--- src/rtl/mem_xfer_ctl_if.sv ---
// Request/ack handshake, write gate and bit/word timing bus between a
// transfer requester (master) and mem_xfer_ctl (slave).
interface mem_xfer_ctl_if;
    logic       bt;
    logic       req;
    logic [4:0] src;
    logic [4:0] dst;
    logic [6:0] tw;
    logic [6:0] nw;
    logic       abort;
    logic       ack;
    logic       busy;
    logic       done;
    logic       err;
    logic       wg;
    logic [4:0] src_sel;
    logic [4:0] dst_sel;
    logic [4:0] bit_t;
    logic [6:0] word_t;
    logic       t0;

    modport master (
        output bt, req, src, dst, tw, nw, abort,
        input  ack, busy, done, err, wg, src_sel, dst_sel, bit_t, word_t, t0
    );

    modport slave (
        input  bt, req, src, dst, tw, nw, abort,
        output ack, busy, done, err, wg, src_sel, dst_sel, bit_t, word_t, t0
    );
endinterface

--- src/rtl/mem_xfer_ctl.sv ---
// Line-to-line transfer controller: free-running 29-bit x 108-word timing,
// request accept/reject, word alignment and a bit-counted write gate.
module mem_xfer_ctl (
    input  logic          clock,
    input  logic          rst,
    mem_xfer_ctl_if.slave xf
);
    localparam logic [4:0] BIT_LAST  = 5'd28;
    localparam logic [6:0] WORD_LAST = 7'd107;
    localparam logic [6:0] NW_MAX    = 7'd108;

    typedef enum logic [1:0] {S_IDLE, S_ALIGN, S_XFER, S_DONE} state_t;

    state_t      state;
    state_t      next_state;
    logic [4:0]  bit_t;
    logic [6:0]  word_t;
    logic [4:0]  src_q;
    logic [4:0]  dst_q;
    logic [6:0]  tw_q;
    logic [12:0] rem_bits;
    logic        ack_q;
    logic        err_q;
    logic        accept;
    logic        reject;
    logic        bad_req;
    logic        short_line;
    logic        word_match;
    logic        align_hit;
    logic        busy;

    assign bad_req    = (xf.nw == 7'd0) || (xf.nw > NW_MAX) || (xf.tw > WORD_LAST);
    assign short_line = (dst_q[4:2] == 3'b101);
    assign word_match = short_line ? (word_t[1:0] == tw_q[1:0]) : (word_t == tw_q);
    // ack_q marks the ACK cycle, whose match instant must be skipped
    assign align_hit  = xf.bt && (bit_t == 5'd0) && word_match && !ack_q;

    always_ff @(posedge clock) begin
        if (!rst) begin
            state <= S_IDLE;
        end else begin
            state <= next_state;
        end
    end

    always_comb begin
        next_state = state;
        accept     = 1'b0;
        reject     = 1'b0;
        case (state)
            S_IDLE: begin
                if (xf.req && !xf.abort) begin
                    if (bad_req) begin
                        reject = 1'b1;
                    end else begin
                        accept     = 1'b1;
                        next_state = S_ALIGN;
                    end
                end
            end
            S_ALIGN: begin
                if (xf.abort) begin
                    next_state = S_IDLE;
                end else if (align_hit) begin
                    next_state = S_XFER;
                end
            end
            S_XFER: begin
                if (xf.abort) begin
                    next_state = S_IDLE;
                end else if (xf.bt && (rem_bits == 13'd1)) begin
                    next_state = S_DONE;
                end
            end
            S_DONE: begin
                next_state = S_IDLE;
            end
            default: begin
                next_state = S_IDLE;
            end
        endcase
    end

    always_ff @(posedge clock) begin
        if (!rst) begin
            bit_t    <= 5'd0;
            word_t   <= 7'd0;
            src_q    <= 5'd0;
            dst_q    <= 5'd0;
            tw_q     <= 7'd0;
            rem_bits <= 13'd0;
            ack_q    <= 1'b0;
            err_q    <= 1'b0;
        end else begin
            ack_q <= accept;
            err_q <= reject;
            if (xf.bt) begin
                if (bit_t == BIT_LAST) begin
                    bit_t  <= 5'd0;
                    word_t <= (word_t == WORD_LAST) ? 7'd0 : word_t + 7'd1;
                end else begin
                    bit_t <= bit_t + 5'd1;
                end
            end
            if (accept) begin
                src_q    <= xf.src;
                dst_q    <= xf.dst;
                tw_q     <= xf.tw;
                rem_bits <= {6'd0, xf.nw} * 13'd29;
            end else if ((state == S_XFER) && xf.bt) begin
                rem_bits <= rem_bits - 13'd1;
            end
        end
    end

    assign busy       = (state == S_ALIGN) || (state == S_XFER);
    assign xf.busy    = busy;
    assign xf.wg      = (state == S_XFER);
    assign xf.done    = (state == S_DONE);
    assign xf.ack     = ack_q;
    assign xf.err     = err_q;
    assign xf.src_sel = busy ? src_q : 5'd0;
    assign xf.dst_sel = busy ? dst_q : 5'd0;
    assign xf.bit_t   = bit_t;
    assign xf.word_t  = word_t;
    assign xf.t0      = (bit_t == 5'd0);
endmodule

--- src/flat_wrapper.sv ---
// flat-port wrapper written by rule: the top's interface ports become plain ports
module mem_xfer_ctl_flat 
  (clock, rst, xf_bt, xf_req, xf_src, xf_dst, xf_tw, xf_nw, xf_abort, xf_ack, xf_busy, xf_done, xf_err, xf_wg, xf_src_sel, xf_dst_sel, xf_bit_t, xf_word_t, xf_t0);
  mem_xfer_ctl_if xf_i ();
  input  logic clock;
  input  logic rst;
  input wire logic [$bits(xf_i.bt)-1:0] xf_bt;
  input wire logic [$bits(xf_i.req)-1:0] xf_req;
  input wire logic [$bits(xf_i.src)-1:0] xf_src;
  input wire logic [$bits(xf_i.dst)-1:0] xf_dst;
  input wire logic [$bits(xf_i.tw)-1:0] xf_tw;
  input wire logic [$bits(xf_i.nw)-1:0] xf_nw;
  input wire logic [$bits(xf_i.abort)-1:0] xf_abort;
  output wire logic [$bits(xf_i.ack)-1:0] xf_ack;
  output wire logic [$bits(xf_i.busy)-1:0] xf_busy;
  output wire logic [$bits(xf_i.done)-1:0] xf_done;
  output wire logic [$bits(xf_i.err)-1:0] xf_err;
  output wire logic [$bits(xf_i.wg)-1:0] xf_wg;
  output wire logic [$bits(xf_i.src_sel)-1:0] xf_src_sel;
  output wire logic [$bits(xf_i.dst_sel)-1:0] xf_dst_sel;
  output wire logic [$bits(xf_i.bit_t)-1:0] xf_bit_t;
  output wire logic [$bits(xf_i.word_t)-1:0] xf_word_t;
  output wire logic [$bits(xf_i.t0)-1:0] xf_t0;
  assign xf_i.bt = xf_bt;
  assign xf_i.req = xf_req;
  assign xf_i.src = xf_src;
  assign xf_i.dst = xf_dst;
  assign xf_i.tw = xf_tw;
  assign xf_i.nw = xf_nw;
  assign xf_i.abort = xf_abort;
  assign xf_ack = xf_i.ack;
  assign xf_busy = xf_i.busy;
  assign xf_done = xf_i.done;
  assign xf_err = xf_i.err;
  assign xf_wg = xf_i.wg;
  assign xf_src_sel = xf_i.src_sel;
  assign xf_dst_sel = xf_i.dst_sel;
  assign xf_bit_t = xf_i.bit_t;
  assign xf_word_t = xf_i.word_t;
  assign xf_t0 = xf_i.t0;
  mem_xfer_ctl u_core (.clock(clock), .rst(rst), .xf(xf_i));
endmodule
--- config.mk ---
export PLATFORM = sky130hd
export DESIGN_NAME = mem_xfer_ctl_flat
export DESIGN_NICKNAME = d
export VERILOG_FILES = /design/src/rtl/mem_xfer_ctl_if.sv /design/src/rtl/mem_xfer_ctl.sv /design/src/flat_wrapper.sv
export SDC_FILE = /design/constraint.sdc
export NUM_CORES = 1
export LEC_CHECK = 0
export ABC_AREA = 0
export BUFFER_PORTS_ARGS = -buffer_cell sky130_fd_sc_hd__buf_2
export CAP_MARGIN = 20
export CELL_PAD_IN_SITES_DETAIL_PLACEMENT = 1
export CELL_PAD_IN_SITES_GLOBAL_PLACEMENT = 1
export CORE_UTILIZATION = 43
export CTS_CLUSTER_DIAMETER = 200
export CTS_CLUSTER_SIZE = 20
export DETAILED_ROUTE_END_ITERATION = 10
export GPL_TIMING_DRIVEN = 0
export HOLD_SLACK_MARGIN = 0.06
export PLACE_DENSITY_LB_ADDON = 0.25
export REMOVE_ABC_BUFFERS = 1
export SLEW_MARGIN = 40
export SYNTH_ARGS = -nofsm -noshare
export SYNTH_HDL_FRONTEND = slang
export SYNTH_SLANG_ARGS = --single-unit
export TNS_END_PERCENT = 5
--- constraint.sdc ---
create_clock -name clock -period 4 [get_ports clock]
set_input_delay 0.6 -clock clock [delete_from_list [all_inputs] [get_ports clock]]
set_output_delay 0.6 -clock clock [all_outputs]
set_load 0.03 [all_outputs]
Word-level counts from Yosys, hierarchy flattened

Cells that the tools add are included.
Widths: inputs -> output; s select.

Register bits: 46
Bits in latches: 0
Memory bits (writable): 0
ROM bits: 0
Input port bits: 29
Output and inout port bits: 28
Memories: 0

$add $sub $neg: 3
$mul: 1
Divide/modulo/power cells: 0
Magnitude comparators: 2
Equal/unequal tests: 13
Shift operators: 0
Multiplexer cells: 18
Bitwise gates (word level): 1
Reduce and logical (&&, ||, !) cells: 19

Operators with widths:

| cell                  | count |
|---|---|
| $mux 12               | 2 |
| $mux 5                | 3 |
| $gt 7x7->1 const B    | 2 |
| $eq 13x1->1 const B   | 1 |
| $sub 13x1->13 const B | 1 |
| $mul 7x5->12 const B  | 1 |
| $mux 2                | 6 |
| $pmux 2 s4            | 1 |
| $add 7x1->7 const B   | 1 |
| $eq 7x7->1            | 1 |
| $eq 7x7->1 const B    | 1 |
| $logic_not 7->1       | 1 |
| $mux 7                | 1 |
| $logic_and 1x1->1     | 6 |
| $ne 3x2->1 const B    | 2 |
| $add 5x1->5 const B   | 1 |
| $eq 5x5->1 const B    | 1 |
| $logic_not 5->1       | 1 |
| $mux 1                | 5 |
| $eq 2x2->1 const B    | 2 |
| $reduce_and 4->1      | 1 |
| $eq 3x3->1 const B    | 1 |
| $logic_or 1x1->1      | 3 |
| $reduce_and 3->1      | 1 |
| other kinds (10)      | 11 |

Logic depth before layout (Yosys ltp)

Gate-level depths: netlist (run 1).

Word-level depth: 7
Mapped depth: 14
Mapped depth without buffers: 14

Least setup slack after synthesis (run 1)

OpenSTA, ideal clock, no wires.

Path type: input -> register
Start point: input port xf_nw[1]
End point: register u_core.rem_bits[11]
Setup time: 0.119 ns
Arrival time: 3.126 ns
Path slack: 0.755 ns
Stages: 12
Path through: inv_1 > fa_1 > inv_1 > ha_1 > fa_1 > ha_1 > a21oi_1 > o211ai_1 > nor4_1 > nor3_1 > xnor2_1 > a21oi_2

Word-level cells in the longest chain between the ends: 7
Elaborated cells between the ends (all ways): 10
Classes of those cells: mul: 1; order compare: 1; mux: 4; reduce/logical: 4

RTL lines:

| what                                                 | RTL line            | source |
|---|---|---|
| start, declared                                      | flat_wrapper.sv:12  | `input wire logic [$bits(xf_i.nw)-1:0] xf_nw;` |
| branches (longest 7 deep; another with $mul 7x5->12) | -                   |  |
| end signal, assigned                                 | mem_xfer_ctl.sv:109 | `rem_bits <= {6'd0, xf.nw} * 13'd29;` |
| end signal, assigned                                 | mem_xfer_ctl.sv:111 | `rem_bits <= rem_bits - 13'd1;` |
| end, declared                                        | mem_xfer_ctl.sv:21  | `logic [12:0] rem_bits;` |

Parallel ways; which one is timed is not known.
A chain may end at the register's enable or synchronous reset.

Final worst setup path (run 1)

Start point: input port xf_nw[2]
End point: register u_core.rem_bits[11]

The elaborated chain is that of the path after synthesis.

==> flow_metrics.tcl, run 1 <==
set metrics [dict create \
    postSynth.asyncResetShare 0 \
    clk_latency_ns 0.30 \
    peakVddDrop_uv 147 \
    num_antenna_cells 0 \
    rr_endpoint "u_core.rem_bits[10]$_SDFFE_PN0P_" \
    globalplace.congestion 0.808 \
    syn_area_um2 3260 \
    hold_violations 0 \
    p_leak_uw 0.00175 \
    syn_inst 370 \
    power_frac_clock 0.215 \
    antenna_found_initial 0 \
    r2r_cells 8 \
    coreArea_um2 7290 \
    cts-htree-levels 2 \
    r2r_slack_ns 1.95 \
    cts_sinks 46 \
    synth.most_common_cell "nand2_1" \
    cts_setup_buffers 0 \
    clkTransAtPathRegs_ns 0.09 \
    crit_start "xf_nw[2]" \
    setup_tns_ns 0 \
    root_buffer "clkbuf_8" \
    drive_gt1_frac 0.188 \
    hold_depth 2 \
    outcome "completed" \
    drt.antenna.violating_nets 0 \
    drt-initial-drc-count 75 \
    ys_ff_latch 46 \
    p_sw_frac 0.387 \
    grt_pass1_wl_um 13100 \
    synth_cell_types 52 \
    drt-pass1-iter-count 4 \
    period_share 0.879 \
    slew-limit-headroom 0.542 \
    reg2reg_from "u_core.state[0]$_SDFFE_PN0P_" \
    cts_buffer_depth 2 \
    route.detailed.drc 0 \
    synth_area_leaders "dfxtp_1 (28%), ha_1 (15%), nand2_1 (7.1%)" \
    synth_edf_count 0 \
    layout.nets 496 \
    vias_per_cell 5.20 \
    crit_arrival_ns 3.69 \
    power.share.sequential 0.383 \
    cts_made_buffers 5 \
    hpwl_um 5990 \
    critPathRequiredTime_ns 4.17 \
    num_vias 2697 \
    fin_skew_ns 0.00440 \
    routed_wl_um 7710 \
    cts_resized 0 \
    pwr-share-comb 0.402 \
    wl_per_cell_um 14.8 \
    endpoint_kind "flop" \
    syn_avg_cell_area_um2 8.81 \
    max_stage_delay_ns 0.52 \
    cap_violations 0 \
    pin_count 57 \
    min_period_ns 3.52 \
    hp-start "u_core.src_q[0]$_SDFFE_PN0P_" \
    synth_top_area_share 0.283 \
    slowest_stage "fa_1" \
    io_buffers 56 \
    synth_flop_cell "dfxtp_1" \
    grt_max_degree 42 \
    powerDensity_nw_per_um2 384 \
    die_y_um 89.1 \
    overflow 0 \
    synth_common_cells "nand2_1 (62), dfxtp_1 (46), ha_1 (39)" \
    grt_usage 0.214 \
    whs_endpoint "u_core.src_q[0]$_SDFFE_PN0P_" \
    yosysWarnings 0 \
    crit_fanout 5 \
    cts_tree "done" \
    syn_to_final_growth_pct 13.0 \
    min_path_type "reg -> reg" \
    setup.worst_path.start_class "input pin" \
    clock.fmax_ghz 0.284 \
    rsz0062_at_grt "false" \
    die_area_um2 7930 \
    path_cells "buf_2, inv_1, fa_1, inv_1, ha_1, fa_1, ha_1, a21oi_1, o211ai_1, nor4_1, nor3_1, xnor2_1, a21oi_2" \
    start_util 0.447 \
    die_w_um 89.1 \
    power.internal_uw 867 \
    yosys.area.top_type "dfxtp_1" \
    worstSetupPathType "in -> reg" \
    setup_violations 0 \
    synth_seq_area_share 0.283 \
    switchingPower_uw 549 \
    worstMarginPinSlew_ns 0.687 \
    grt_pass1_vias 2869 \
    finalMaxSlewViolations 0 \
    numPlacedInstances 511 \
    rows 31 \
    holdBufCountCts 0 \
    fin_cells 519 \
]
[power groups by stage]
stage | Clock, µW | Sequential [µW] | Combinational [µW]
finish | 304 | 543 | 569
global route | 333 | 549 | 642
CTS | 316 | 544 | 579
detailed placement | 0 | 554 | 573
global placement | 0 | 551 | 546
floorplan | 0 | 549 | 408
[worst max-delay path by stage]
stage | endpoint | slack [ns]
2_1_floorplan | u_core.rem_bits[11]$_SDFFE_PN0P_ | 0.73
3_3_place_gp | u_core.rem_bits[11]$_SDFFE_PN0P_ | 0.24
3_5_place_dp | u_core.rem_bits[11]$_SDFFE_PN0P_ | 0.21
4_1_cts | u_core.rem_bits[11]$_SDFFE_PN0P_ | 0.50
5_1_grt | u_core.rem_bits[11]$_SDFFE_PN0P_ | 0.32
6_report | u_core.rem_bits[11]$_SDFFE_PN0P_ | 0.48
[logic make-up after synthesis]
logic type	synth area share
AO/OA/AOI/OAI	0.126
XOR/XNOR	0.0967
adder cells (fa/ha/maj)	0.205
buffers and inverters	0.0549
flip-flops	0.283
multiplexers	0.00614
AND/OR/NAND/NOR	0.229
[cell type report]
| class | instances | area, µm² |
|---|---|---|
| multi-input cells | 284 | 2170 |
| well taps | 99 | 124 |
| repair buffers | 56 | 280 |
| clock inverters | 2 | 12.5 |
| inverters | 26 | 97.6 |
| clock buffers | 6 | 82.6 |
| flip-flops and latches | 46 | 921 |
| fillers | 905 | 3610 |
[worst max-delay path, delay by kind of cell]
kind            cells  cell delay [ns]
simple gates        2             0.31
xor+xnor            1             0.27
fa+ha+maj           4             1.66
compound gates      3             0.50
buf+inv             3             0.33
[sequential cells by signal, indices dropped and copies added (netlist names)]
signal,flops
u_core.tw_q,7
u_core.xf.ack,1
u_core.xf.bit_t,5
u_core.state,2
u_core.dst_q,5
u_core.src_q,5
u_core.rem_bits,13
u_core.xf.err,1
u_core.xf.word_t,7
[layer usage]
| layer | vias to the layer above | GRT usage | share of wire |
|---|---|---|---|
| met3 | 12 | 0.0314 | 0.021 |
| met2 | 32 | 0.406 | 0.53 |
| met1 | 1319 | 0.249 | 0.43 |
| met4 | 0 | 0.0592 | 0.018 |
| met5 | - | 0 | 0 |
| li1 | 1334 | - | - |
[stage by stage]
| step | hold WS (ns) | utilization | cell area, µm² | setup WS [ns] | total power [µW] |
|---|---|---|---|---|---|
| floorplan | 0.430 | - | 3180 | 0.731 | 957 |
| global placement | 0.438 | 0.491 | 3580 | 0.240 | 1100 |
| detailed placement | 0.444 | 0.492 | 3590 | 0.210 | 1130 |
| CTS | 0.457 | 0.505 | 3680 | 0.497 | 1440 |
| global route | 0.471 | 0.505 | 3680 | 0.323 | 1520 |
| finish | 0.453 | 0.505 | 3680 | 0.484 | 1420 |
[cell usage in the layout (no fill, tap or decap), types with 2 or more instances in the layout]
master,count
o21bai_1,2
o21ai_1,4
o211ai_1,3
xnor2_1,18
nor4_4,2
fa_1,9
nand2_1,62
o211a_1,6
ha_1,39
nand4_1,5
a21oi_1,5
and3_1,4
nor2b_1,3
nor3_2,2
clkbuf_8,6
nor3_1,7
nor4_1,3
dfxtp_1,46
nor2_1,22
o21ai_0,4
mux2i_1,2
nand3_2,2
a21boi_1,17
a21boi_0,3
inv_1,26
nor3b_1,2
nand3_1,7
and2_1,12
buf_2,56
xor2_1,18
No activity file was read; power rests on OpenSTA's default activity.
==> run 2: changes to the inputs <==
- ABC_AREA: 0 -> 1
- CORE_UTILIZATION: 43 -> 41
- SETUP_SLACK_MARGIN: default -> 0.5
==> run 2 against run 1 <==
Against the previous run:
- count of clock-buffer cells in the layout stayed put
- critical path type unchanged
- setup slack improved by 0.29 ns
- wire length up 13%
- worst hold slack improved by 0.020 ns
- via count grew 15%
- synthesized cell count rose by 24%
- critical path depth grew 4
- utilization fell by 1.4 points
- sequential cell count did not move
==> flow_metrics.tcl, run 2 <==
set metrics [dict create \
    globalplace.congestion 0.789 \
    cts_buffer_depth 2 \
    critPathRequiredTime_ns 4.23 \
    crit_fanout 5 \
    ys_ff_latch 46 \
    utilization 0.491 \
    setup_tns_ns 0 \
    finalMaxSlewViolations 0 \
    r2r_cells 11 \
    synth_top_area_share 0.272 \
    grt_usage 0.219 \
    holdBufCountCts 0 \
    hpwl_um 7020 \
    die_w_um 92.8 \
    hold_violations 0 \
    synth_edf_count 0 \
    reg2reg_from "u_core.state[0]$_SDFFE_PN0P_" \
    drt.antenna.violating_nets 0 \
    layout_setup_ws_ns 0.776 \
    final_common_cell "nand2_1" \
    top_register "u_core.rem_bits" \
    synth_cell_types 39 \
    synthMuxAreaShare 0 \
    synth-simple-area-share 0.302 \
    synth_flop_cell "dfxtp_1" \
    setup_violations 0 \
    p_leak_uw 0.00198 \
    postSynth.asyncResetShare 0 \
    synth_compound_area_frac 0.0781 \
    min_path_type "reg -> reg" \
    slew-limit-headroom 0.610 \
    overflow 0 \
    start_util 0.431 \
    drt-initial-drc-count 48 \
    syn_to_final_growth_pct 13.9 \
    root_buffer "clkbuf_8" \
    synth_top_family_by_area "simple AND/OR/NAND/NOR gates" \
    hold_depth 2 \
    grt_max_degree 25 \
    num_vias 3114 \
    drive_gt1_frac 0.213 \
    fin_skew_ns 0.00995 \
    num_antenna_cells 0 \
    rsz0062_at_grt "false" \
    rows 32 \
    crit_arrival_ns 3.46 \
    yosys.area.top_type "dfxtp_1" \
    die_area_um2 8620 \
    route.detailed.drc 0 \
    cts_setup_buffers 0 \
    synth_common_cells "nand2_1 (117), inv_1 (62), dfxtp_1 (46)" \
    peakVddDrop_uv 186 \
    multi_input_area_um2 2130 \
    pre_cts_slack_ns 0.356 \
    period_share 0.806 \
    syn_avg_cell_area_um2 7.38 \
    worstSetupPathType "in -> reg" \
    regArea_um2 921 \
    synth_area_leaders "dfxtp_1 (27%), ha_1 (14%), nand2_1 (13%)" \
    synth_xor_area_frac 0.0492 \
    postPlaceCellArea_um2 3750 \
    powerDensity_nw_per_um2 358 \
    top_regs "u_core.rem_bits: 13 flops, u_core.tw_q: 7 flops, u_core.xf.word_t: 7 flops" \
    clk_latency_ns 0.30 \
    vias_per_cell 5.04 \
    design_area_um2 3850 \
    hp-start "u_core.src_q[0]$_SDFFE_PN0P_" \
    worstMarginPinSlew_ns 0.584 \
    syn_area_um2 3380 \
    grt_pass1_wl_um 15000 \
    rr_endpoint "u_core.rem_bits[7]$_SDFFE_PN0P_" \
    yosysWarnings 0 \
    whs_endpoint "u_core.src_q[0]$_SDFFE_PN0P_" \
    grt_pass1_vias 3274 \
    clock.fmax_ghz 0.310 \
    pin_count 57 \
    cts-htree-levels 2 \
    final_cell_mix "nand2_1 (117), inv_1 (62), buf_2 (56), dfxtp_1 (46), ha_1 (38)" \
    cts_made_buffers 5 \
    synth_fa_ha_area_frac 0.198 \
    cts_tree "done" \
    wl_per_cell_um 14.1 \
    min_period_ns 3.22 \
    synth_seq_area_share 0.272 \
    syn_inst 458 \
    setup.worst_path.start_class "input pin" \
    fillers 1054 \
    r2r_slack_ns 1.75 \
    routed_wl_um 8740 \
    drt-pass1-iter-count 4 \
    coreArea_um2 7850 \
    endpoint_kind "flop" \
    cap_violations 0 \
    synth.most_common_cell "nand2_1" \
    antenna_found_initial 0 \
    die_y_um 92.8 \
    outcome "completed" \
    cts_sinks 46 \
    layout.nets 592 \
    clkTransAtPathRegs_ns 0.08 \
    io_buffers 56 \
    largest_reg_flops 13 \
]
[run 2: repair_timing]
| action | 4_1_cts | 5_1_grt |
|---|---|---|
| resized for setup | 0 | 3 |
| endpoints found under the setup margin | 0 | 1 |
| endpoints found under the hold margin | 0 | 0 |
[run 2: how the worst max path moves through the flow]
stage	to	slack [ns]	from
final	u_core.rem_bits[9]$_SDFFE_PN0P_	0.78	xf_nw[2]
after global routing	u_core.rem_bits[9]$_SDFFE_PN0P_	0.55	xf_nw[3]
after CTS	u_core.rem_bits[9]$_SDFFE_PN0P_	0.66	xf_nw[2]
after detailed placement	u_core.rem_bits[9]$_SDFFE_PN0P_	0.36	xf_nw[2]
after global placement	u_core.rem_bits[9]$_SDFFE_PN0P_	0.47	xf_nw[2]
after floorplan	u_core.rem_bits[9]$_SDFFE_PN0P_	0.83	xf_nw[2]
[run 2: stage by stage]
stage / hold WS, ns / total power (µW) / cells
finish: 0.473 / 1380 / 618
floorplan: 0.445 / 943 / 452
global route: 0.481 / 1500 / 618
global placement: 0.452 / 1060 / 610
detailed placement: 0.465 / 1090 / 610
CTS: 0.478 / 1390 / 618
[run 2: power breakdown]
part,total [µW],internal (µW),switching [µW],leakage (µW)
combinational,574,212,362,0.00157
clock,288,124,164,0.0000452
sequential,517,489,27.5,0.000374
total,1380,825,554,0.00198
[run 2: critical path, cell delays in order]
cell and delay [ns]:
buf_2 0.14, inv_1 0.11, fa_1 0.54, inv_1 0.04, ha_1 0.27, inv_1 0.06
fa_1 0.50, inv_1 0.05, ha_2 0.32, a21oi_2 0.14, nand2_1 0.13, a21oi_2 0.16
xnor2_1 0.13, nand2_1 0.08, nand2_1 0.06, nor2_1 0.04, nor2_1 0.07
[run 2: cell type report]
cell class,count,share of cell area
Clock buffer,6,0.0188
Clock inverter,2,0.00357
Inverter,78,0.0793
Multi-Input combinational cell,328,0.553
Sequential cell,46,0.239
Tap cell,102,0.0331
Timing Repair Buffer,56,0.0728
[run 2: logic make-up after synthesis]
kind of cell,count (synthesis)
compound gates,45
xor+xnor,19
simple gates,216
flops,46
fa+ha+maj,48
buf+inv,84
[run 2: metal layers]
metal  vias up  part of all wire  track usage  routed length (µm)
met3         6             0.019       0.0378                 164
li1       1564                 -            -                   -
met2        28              0.53        0.417                4650
met5         -                 0            0                   0
met1      1516              0.44        0.254                3840
met4         0            0.0094       0.0410                  82
